<file path="src/rtl/fifo_pkg.sv">
// rtl/fifo_pkg.sv - shared parameter defaults and width helper for the FIFO
package fifo_pkg;

  localparam int DEF_FIFO_DEPTH = 8;
  localparam int DEF_FIFO_WIDTH = 8;
  localparam int DEF_AE_LEVEL   = 1;
  localparam int DEF_FWFT       = 0;

  // Occupancy needs one bit more than the pointer so that "full" is representable.
  function automatic int cnt_w(input int depth);
    return $clog2(depth) + 1;
  endfunction

endpackage

</file>
<file path="src/rtl/fifo_ram.sv">
// rtl/fifo_ram.sv - simple dual-port storage, synchronous write, asynchronous read
module fifo_ram #(
  parameter int DEPTH = 8,
  parameter int WIDTH = 8,
  parameter int AW    = 3
) (
  input  logic             clk,
  input  logic             we_i,
  input  logic [AW-1:0]    waddr_i,
  input  logic [WIDTH-1:0] wdata_i,
  input  logic [AW-1:0]    raddr_i,
  output logic [WIDTH-1:0] rdata_o
);

  logic [WIDTH-1:0] mem_q [DEPTH];

  // Storage is deliberately not reset; only the pointers define valid contents.
  always_ff @(posedge clk) begin
    if (we_i) begin
      mem_q[waddr_i] <= wdata_i;
    end
  end

  assign rdata_o = mem_q[raddr_i];

endmodule

</file>
<file path="src/rtl/sync_fifo_param.sv">
// rtl/sync_fifo_param.sv - parameterised synchronous FIFO with registered flags and FWFT option
module sync_fifo_param
  import fifo_pkg::*;
#(
  parameter int FIFO_DEPTH = DEF_FIFO_DEPTH,
  parameter int FIFO_WIDTH = DEF_FIFO_WIDTH,
  parameter int AF_LEVEL   = FIFO_DEPTH - 2,
  parameter int AE_LEVEL   = DEF_AE_LEVEL,
  parameter int FWFT       = DEF_FWFT
) (
  input  logic                         clk,
  input  logic                         rst,
  input  logic                         w_en,
  input  logic                         r_en,
  input  logic [FIFO_WIDTH-1:0]        data_in,
  input  logic                         clr_err,
  output logic [FIFO_WIDTH-1:0]        data_out,
  output logic                         full,
  output logic                         empty,
  output logic                         almost_full,
  output logic                         almost_empty,
  output logic [cnt_w(FIFO_DEPTH)-1:0] count,
  output logic                         overflow,
  output logic                         underflow
);

  localparam int AW = $clog2(FIFO_DEPTH);
  localparam int CW = cnt_w(FIFO_DEPTH);

  logic [AW-1:0]         wr_ptr_q, wr_ptr_d, rd_ptr_q, rd_ptr_d;
  logic [CW-1:0]         count_q, count_d;
  logic                  full_q, full_d, empty_q, empty_d;
  logic                  af_q, af_d, ae_q, ae_d;
  logic                  ovf_q, ovf_d, unf_q, unf_d;
  logic [FIFO_WIDTH-1:0] dout_q, dout_d;
  logic [FIFO_WIDTH-1:0] rd_data;
  logic                  wr_acc, rd_acc;

  fifo_ram #(
    .DEPTH (FIFO_DEPTH),
    .WIDTH (FIFO_WIDTH),
    .AW    (AW)
  ) u_ram (
    .clk     (clk),
    .we_i    (wr_acc),
    .waddr_i (wr_ptr_q),
    .wdata_i (data_in),
    .raddr_i (rd_ptr_q),
    .rdata_o (rd_data)
  );

  // Acceptance, pointer/count update, flags from next count, sticky errors and read data.
  always_comb begin
    wr_acc   = w_en && !full_q;
    rd_acc   = r_en && !empty_q;
    wr_ptr_d = wr_acc ? wr_ptr_q + AW'(1) : wr_ptr_q;
    rd_ptr_d = rd_acc ? rd_ptr_q + AW'(1) : rd_ptr_q;
    count_d  = count_q + CW'(wr_acc) - CW'(rd_acc);
    full_d   = (count_d == CW'(FIFO_DEPTH));
    empty_d  = (count_d == '0);
    af_d     = (count_d >= CW'(AF_LEVEL));
    ae_d     = (count_d <= CW'(AE_LEVEL));
    // A new error event wins over a clear in the same cycle.
    ovf_d    = (w_en && full_q) || (ovf_q && !clr_err);
    unf_d    = (r_en && empty_q) || (unf_q && !clr_err);
    dout_d   = dout_q;
    if (FWFT != 0) begin
      // Track the head so the last presented word survives the FIFO going empty.
      if (!empty_q) dout_d = rd_data;
    end else if (rd_acc) begin
      dout_d = rd_data;
    end
  end

  // State register; reset discards contents but leaves the storage array alone.
  always_ff @(posedge clk) begin
    if (rst) begin
      wr_ptr_q <= '0;
      rd_ptr_q <= '0;
      count_q  <= '0;
      full_q   <= 1'b0;
      empty_q  <= 1'b1;
      af_q     <= 1'b0;
      ae_q     <= 1'b1;
      ovf_q    <= 1'b0;
      unf_q    <= 1'b0;
      dout_q   <= '0;
    end else begin
      wr_ptr_q <= wr_ptr_d;
      rd_ptr_q <= rd_ptr_d;
      count_q  <= count_d;
      full_q   <= full_d;
      empty_q  <= empty_d;
      af_q     <= af_d;
      ae_q     <= ae_d;
      ovf_q    <= ovf_d;
      unf_q    <= unf_d;
      dout_q   <= dout_d;
    end
  end

  assign data_out     = (FWFT != 0 && !empty_q) ? rd_data : dout_q;
  assign full         = full_q;
  assign empty        = empty_q;
  assign almost_full  = af_q;
  assign almost_empty = ae_q;
  assign count        = count_q;
  assign overflow     = ovf_q;
  assign underflow    = unf_q;

endmodule

</file>
<file path="config.mk">
export PLATFORM = sky130hd
export DESIGN_NAME = sync_fifo_param
export DESIGN_NICKNAME = d
export VERILOG_FILES = /design/src/rtl/fifo_pkg.sv /design/src/rtl/fifo_ram.sv /design/src/rtl/sync_fifo_param.sv
export SDC_FILE = /design/constraint.sdc
export NUM_CORES = 1
export LEC_CHECK = 0
export CAP_MARGIN = 20
export CORE_MARGIN = 2
export CORE_UTILIZATION = 60
export CTS_CLUSTER_SIZE = 25
export DETAILED_ROUTE_END_ITERATION = 7
export DONT_BUFFER_PORTS = 1
export PLACE_DENSITY = 0.83
export SYNTH_ARGS = -nofsm -noshare
export SYNTH_HDL_FRONTEND = slang
export SYNTH_HIERARCHICAL = 1
export SYNTH_SLANG_ARGS = --single-unit
</file>
<file path="constraint.sdc">
create_clock -name clk -period 5.9 [get_ports clk]
set_input_delay 1.475 -clock clk [delete_from_list [all_inputs] [get_ports clk]]
set_output_delay 1.475 -clock clk [all_outputs]
set_load 0.02 [all_outputs]
</file>
; ---- Word level (Yosys, flattened, before mapping)
; Memories as Yosys holds them, arrays and structs flattened. A register that Yosys moved wholly into a read port is not among the register bits.
; Index checks and enable logic that the tools add are counted.
[op_classes]
n_bitwise = 0
reduce_logical = 12
addsub = 4
div_mod_pow = 0
magnitude_cmp = 2
mul = 0
n_eq_ne = 1
n_mux = 2
n_shift = 0
[ops]
columns = op, count
row1 = "adder 3 x 1 -> 3 bit, second input constant", 2
row2 = logical AND 1 bit, 6
row3 = adder 4 x 1 -> 4 bit, 1
row4 = "== test 4 bit, second input constant", 1
row5 = "greater-or-equal comparator 4 x 3 -> 1 bit, second input constant", 1
row6 = "<= comparator 4 x 1 -> 1 bit, second input constant", 1
row7 = zero test 4 bit, 1
row8 = subtractor 4 x 1 -> 4 bit, 1
row9 = zero test 1 bit, 3
row10 = logical OR 1 bit, 2
row11 = 2-to-1 mux 1 bit, 2
[totals]
mem_bits_ro = 0
input_bits = 13
latch_bits = 0
ram_bits = 64
wordCells = 31
n_memories = 1
reg_bits = 16
[mem_list]
columns = name, depth, width, read_ports, rd_clocked_by_memory_dff, wr, line_no
row1 = u_ram.mem_q, 8, 8, 1, 1, 1, fifo_ram.sv:15  ; logic [WIDTH-1:0] mem_q [DEPTH];

; ---- Longest topological paths before layout
[logic_depth]
word_depth = 5
mapped_depth = 11
depth_no_buf = 9

; ---- Hierarchy
; The synthesis kept the hierarchy.
[modules_own_cells]
columns = mod, area_each_um2, n_inst, cells_per_inst
row1 = fifo_ram, 2531.2, 1, 106
row2 = sync_fifo_param, 983.4, 1, 106

; ---- Worst setup path after synthesis
; No wires, ideal clock.
[synth_path]
path_kind = input port to flip-flop
start = input port r_en
end = register full_q (netlist: full)
required_time_ns = 5.821
path_stages = 11
setup_slack_ns = 2.386
path_buffers = 2
arrival_time_ns = 3.435
cell_sequence = nand2b_1 > buf_2 > inv_2 > buf_4 > ha_1 > inv_1 > ha_1 > fa_1 > xor2_1 > or3_4 > a211oi_2
[synth_via]
elab_chain_cells = 3
[synth_lines]
columns = item, line_no
row1 = start: declaration, sync_fifo_param.sv:14  ; input logic r_en,
row2 = logical AND 1 bit, sync_fifo_param.sv:55  ; rd_acc = r_en && !empty_q;
row3 = net rd_acc, sync_fifo_param.sv:37  ; logic wr_acc, rd_acc;
row4 = subtractor 4 x 1 -> 4 bit, sync_fifo_param.sv:58  ; count_d = count_q + CW'(wr_acc) - CW'(rd_acc);
row5 = == test 4 bit, sync_fifo_param.sv:59  ; full_d = (count_d == CW'(FIFO_DEPTH));
row6 = end signal: assignment, sync_fifo_param.sv:92  ; full_q <= full_d;
row7 = end: declaration, sync_fifo_param.sv:32  ; logic full_q, full_d, empty_q, empty_d;
; The timed path passes the listed nets, and every way through them passes these cells.
; A chain may end at the register's enable or synchronous reset.

; ---- Worst setup path after layout
[layout_path]
start = input port r_en
end = register full_q (netlist: full)
[layout_via]
elab_chain_cells = 3
[layout_lines]
columns = item, line_no
row1 = logical AND 1 bit, sync_fifo_param.sv:55
row2 = subtractor 4 x 1 -> 4 bit, sync_fifo_param.sv:58
row3 = == test 4 bit, sync_fifo_param.sv:59
; No other way between the ends.

==> run_results.csv <==
group,metric,value,unit
sta,rsz0062_at_grt,"no",
clock_tree,insertion_delay,0.35,ns
clock_tree,clock_sinks,88,
worst_setup_path,arrival,3.56,ns
worst_setup_path,critPathKind,"in -> reg",
sta,hold_viol,0,
cells_and_area,layout_commonest_cell,"edfxtp_1",
sta,finalCritPeriodShare,55.6,%
clock_tree,cts.clk_slew.worst_paths,0.08,ns
sta,fin_skew,0.00683,ns
cells_and_area,nets,236,
hold_path,min_path_cells,2,
placed_design,io_buffer_count,0,
yosys,syn_nets,232,
power,p_leak,1.25,nW
clock_tree,clk_path_buf_depth,2,
sta,slew_viol_final,0,
worst_setup_path,cp_top_family,"adder cells",
worst_setup_path,rr_endpoint,"full$_SDFF_PP0_",
worst_setup_path,cp-end-kind,"flip-flop",
hold_path,whs_endpoint,"data_out[2]$_SDFFE_PP0P_",
worst_setup_path,cpMostUsedCell,"ha_1",
clock_tree,cts_resized,0,
yosys,ys_ff_latch,88,
sta,setup_tns,0,ns
yosys,yosysUniqueCellTypes,36,
power,p_per_area,421,nW/um^2
worst_setup_path,regToRegSetupSlack,3.12,ns
sta,period_needed,3.28,ns
yosys,synthesis.area,3510,um^2
drt,drc,0,
drt,wl_per_cell,20.3,um
clock_tree,hold_buffers,0,
yosys,synth_top_area_cell,"edfxtp_1",
worst_setup_path,r2r_start,"empty$_SDFF_PP1_",
global_route,grt_max_degree,23,
global_route,overflow,0,
flow_run,max_cap_viol_count,0,
die,coreArea,5570,um^2
placed_design,globalplace.congestion,0.777,
drt,ant_nets,0,
worst_setup_path,required,6.18,ns
drt,wl_met2,2890,um
worst_setup_path,cp_max_fo,11,
yosys,ys_seq_area_share,68.4,%
die,start_util,63.1,%
placed_design,place_hpwl,3850,um
worst_setup_path,path_buf_inv,2,
worst_setup_path,cp_cell_sequence,"nand2b_1 -> inv_2 -> ha_1 -> inv_1 -> ha_1 -> fa_1 -> xor2_1 -> or3_4 -> a211oi_2",
power,power,0.00157,W
hold_path,min-delay-start,"data_out[2]$_SDFFE_PP0P_",
clock_tree,htree_levels,3,
drt,viasPerCell,5.86,
global_route,grt_use_total,21.1,%
sta,setup_viol,0,
worst_setup_path,critPathMaxStageDelay,0.38,ns
drt,dr.pass1.iters,4,
worst_setup_path,timing.critical_path.slowest_stage_cell,"fa_1",
cells_and_area,diodes,0,
sta,maxSlewHeadroom,31.2,%
cells_and_area,fill_cells,380,
sta,worst_pin_slew,1.03,ns
drt,drt-initial-drc-count,87,
global_route,grt_pass1_vias,1760,
power,vdd_drop_max,212,uV
yosys,synthesis.instances,212,
clock_tree,cts_tree,"built",
global_route,antenna_found_initial,0,
yosys,synth.top_cells.by_area,"edfxtp_1, dfxtp_1, mux4_1, mux2_2, nand2_1",
worst_setup_path,worst_setup_path_start_kind,"primary input",
drt,dr_total_vias,1716,
worst_setup_path,r2r_cells,9,
yosys,avgSynthCellArea,16.6,um^2
placed_design,post-place-ws,2.24,ns
clock_tree,cts_made_buffers,9,
sta,max_freq,305,MHz
drt,top_layer,"met4",
die,row_count,27,
drt,m1WireLength,2680,um
cells_and_area,drive_above_1_share,12.2,%
die,die_w,80.5,um
die,io_pins,31,
cells_and_area,mostFrequentLayoutCells,"edfxtp_1, dfxtp_1, nand2_1",
global_route,grt_pass1_wl,9350,um
die,die_area,6490,um^2
yosys,yosysTopAreaCellShare,54.7,%
cells_and_area,area_growth,6.34,%
die,die_h,80.5,um
run_status,status,"complete, no violations",
hold_path,hp-class,"reg -> reg",
drt,routed-wl-met3,242,um
clock_tree,cts-root-buf,"clkbuf_8",
sta,fin_ws,2.62,ns
clock_tree,cts_setup_buffers,0,
yosys,yosys_warnings,6,
drt,wirelength,5960,um
==> cell usage after synthesis, drive strengths merged <==
cell type / count
a211oi: 1
fa: 1
nand2b: 4
clkbuf: 3
mux2: 8
nor2b: 2
nand2: 21
dfxtp: 24
o31ai: 1
a21oi: 12
and2: 1
a21o: 1
nand3b: 2
and2b: 1
buf: 6
mux4: 16
xor2: 3
and3: 1
ha: 6
o41ai: 1
xnor2: 3
edfxtp: 64
nor3: 2
inv: 8
nand3: 2
a22oi: 2
nor2: 13
a31oi: 1
or3: 1
mux2i: 1
==> cell families (layout without fill, tap and decap cells) <==
kind of cell | Yosys count | in the layout | synth area share [%]
AOI/OAI and AO/OA | 19 | 19 | 3.49
and+or+nand+nor | 50 | 50 | 6.59
adders and majority gates | 7 | 7 | 2.71
buffers and inverters | 17 | 26 | 2.67
xor gates and xnor gates | 6 | 6 | 1.50
muxes | 25 | 25 | 14.7
DFF | 88 | 88 | 68.4
==> worst reg2reg max path: stages, from the launching register on <==
cell	delay, ns
dfxtp_1	0.51
nand2b_1	0.38
inv_2	0.17
ha_1	0.31
inv_1	0.04
ha_1	0.19
fa_1	0.38
xor2_1	0.19
or3_4	0.36
a211oi_2	0.18
==> sequential cells by signal (all words and copies together), names as in the netlist <==
name	flops
u_ram/mem_q	64
data_out	8
count	4
rd_ptr_q	3
wr_ptr_q	3
almost_empty	1
almost_full	1
empty	1
full	1
overflow	1
underflow	1
==> power breakdown <==
group / switching, W / internal [W] / leakage [nW] / total, W
logic: 0.000169 / 0.000165 / 0.388 / 0.000334
clock network: 0.000195 / 0.000194 / 0.0880 / 0.000389
registers: 0.000107 / 0.000742 / 0.778 / 0.000849
==> worst max-delay path by stage <==
stage                     startpoint          endpoint  slack (ns)  cells after the start
after floorplan                 r_en   full$_SDFF_PP0_        2.39                     11
after global placement          r_en   full$_SDFF_PP0_        2.30                      9
after detailed placement        r_en   full$_SDFF_PP0_        2.24                      9
after CTS                       r_en   full$_SDFF_PP0_        2.62                      9
after global routing            r_en  empty$_SDFF_PP1_        2.49                      9
final                           r_en   full$_SDFF_PP0_        2.62                      9
==> metal layers <==
layer,GRT usage [%],up-vias
met3,5.06,13
met4,10.3,0
met5,0,-
met2,33.1,40
met1,27.8,854
li1,-,809
==> per-stage QoR <==
stage	std cells	cell area [um^2]	utilization (%)	hold slack, ns
after global placement	277	3560	63.8	0.536
after floorplan	212	3510	-	0.452
after global routing	293	3740	67.0	0.569
final	293	3740	67.0	0.555
after detailed placement	277	3560	63.8	0.540
after CTS	293	3740	67.0	0.558
==> layout make-up <==
cell class	instances	area, um^2	share of cell area (%)
Multi-Input combinational cell	107	1020	27.3
Tap cell	72	90.1	2.41
Clock inverter	4	46.3	1.24
Inverter	8	30.0	0.803
Clock buffer	12	135	3.62
Sequential cell	88	2400	64.3
Timing Repair Buffer	2	15.0	0.402
Power figures use the tool's default switching activity.
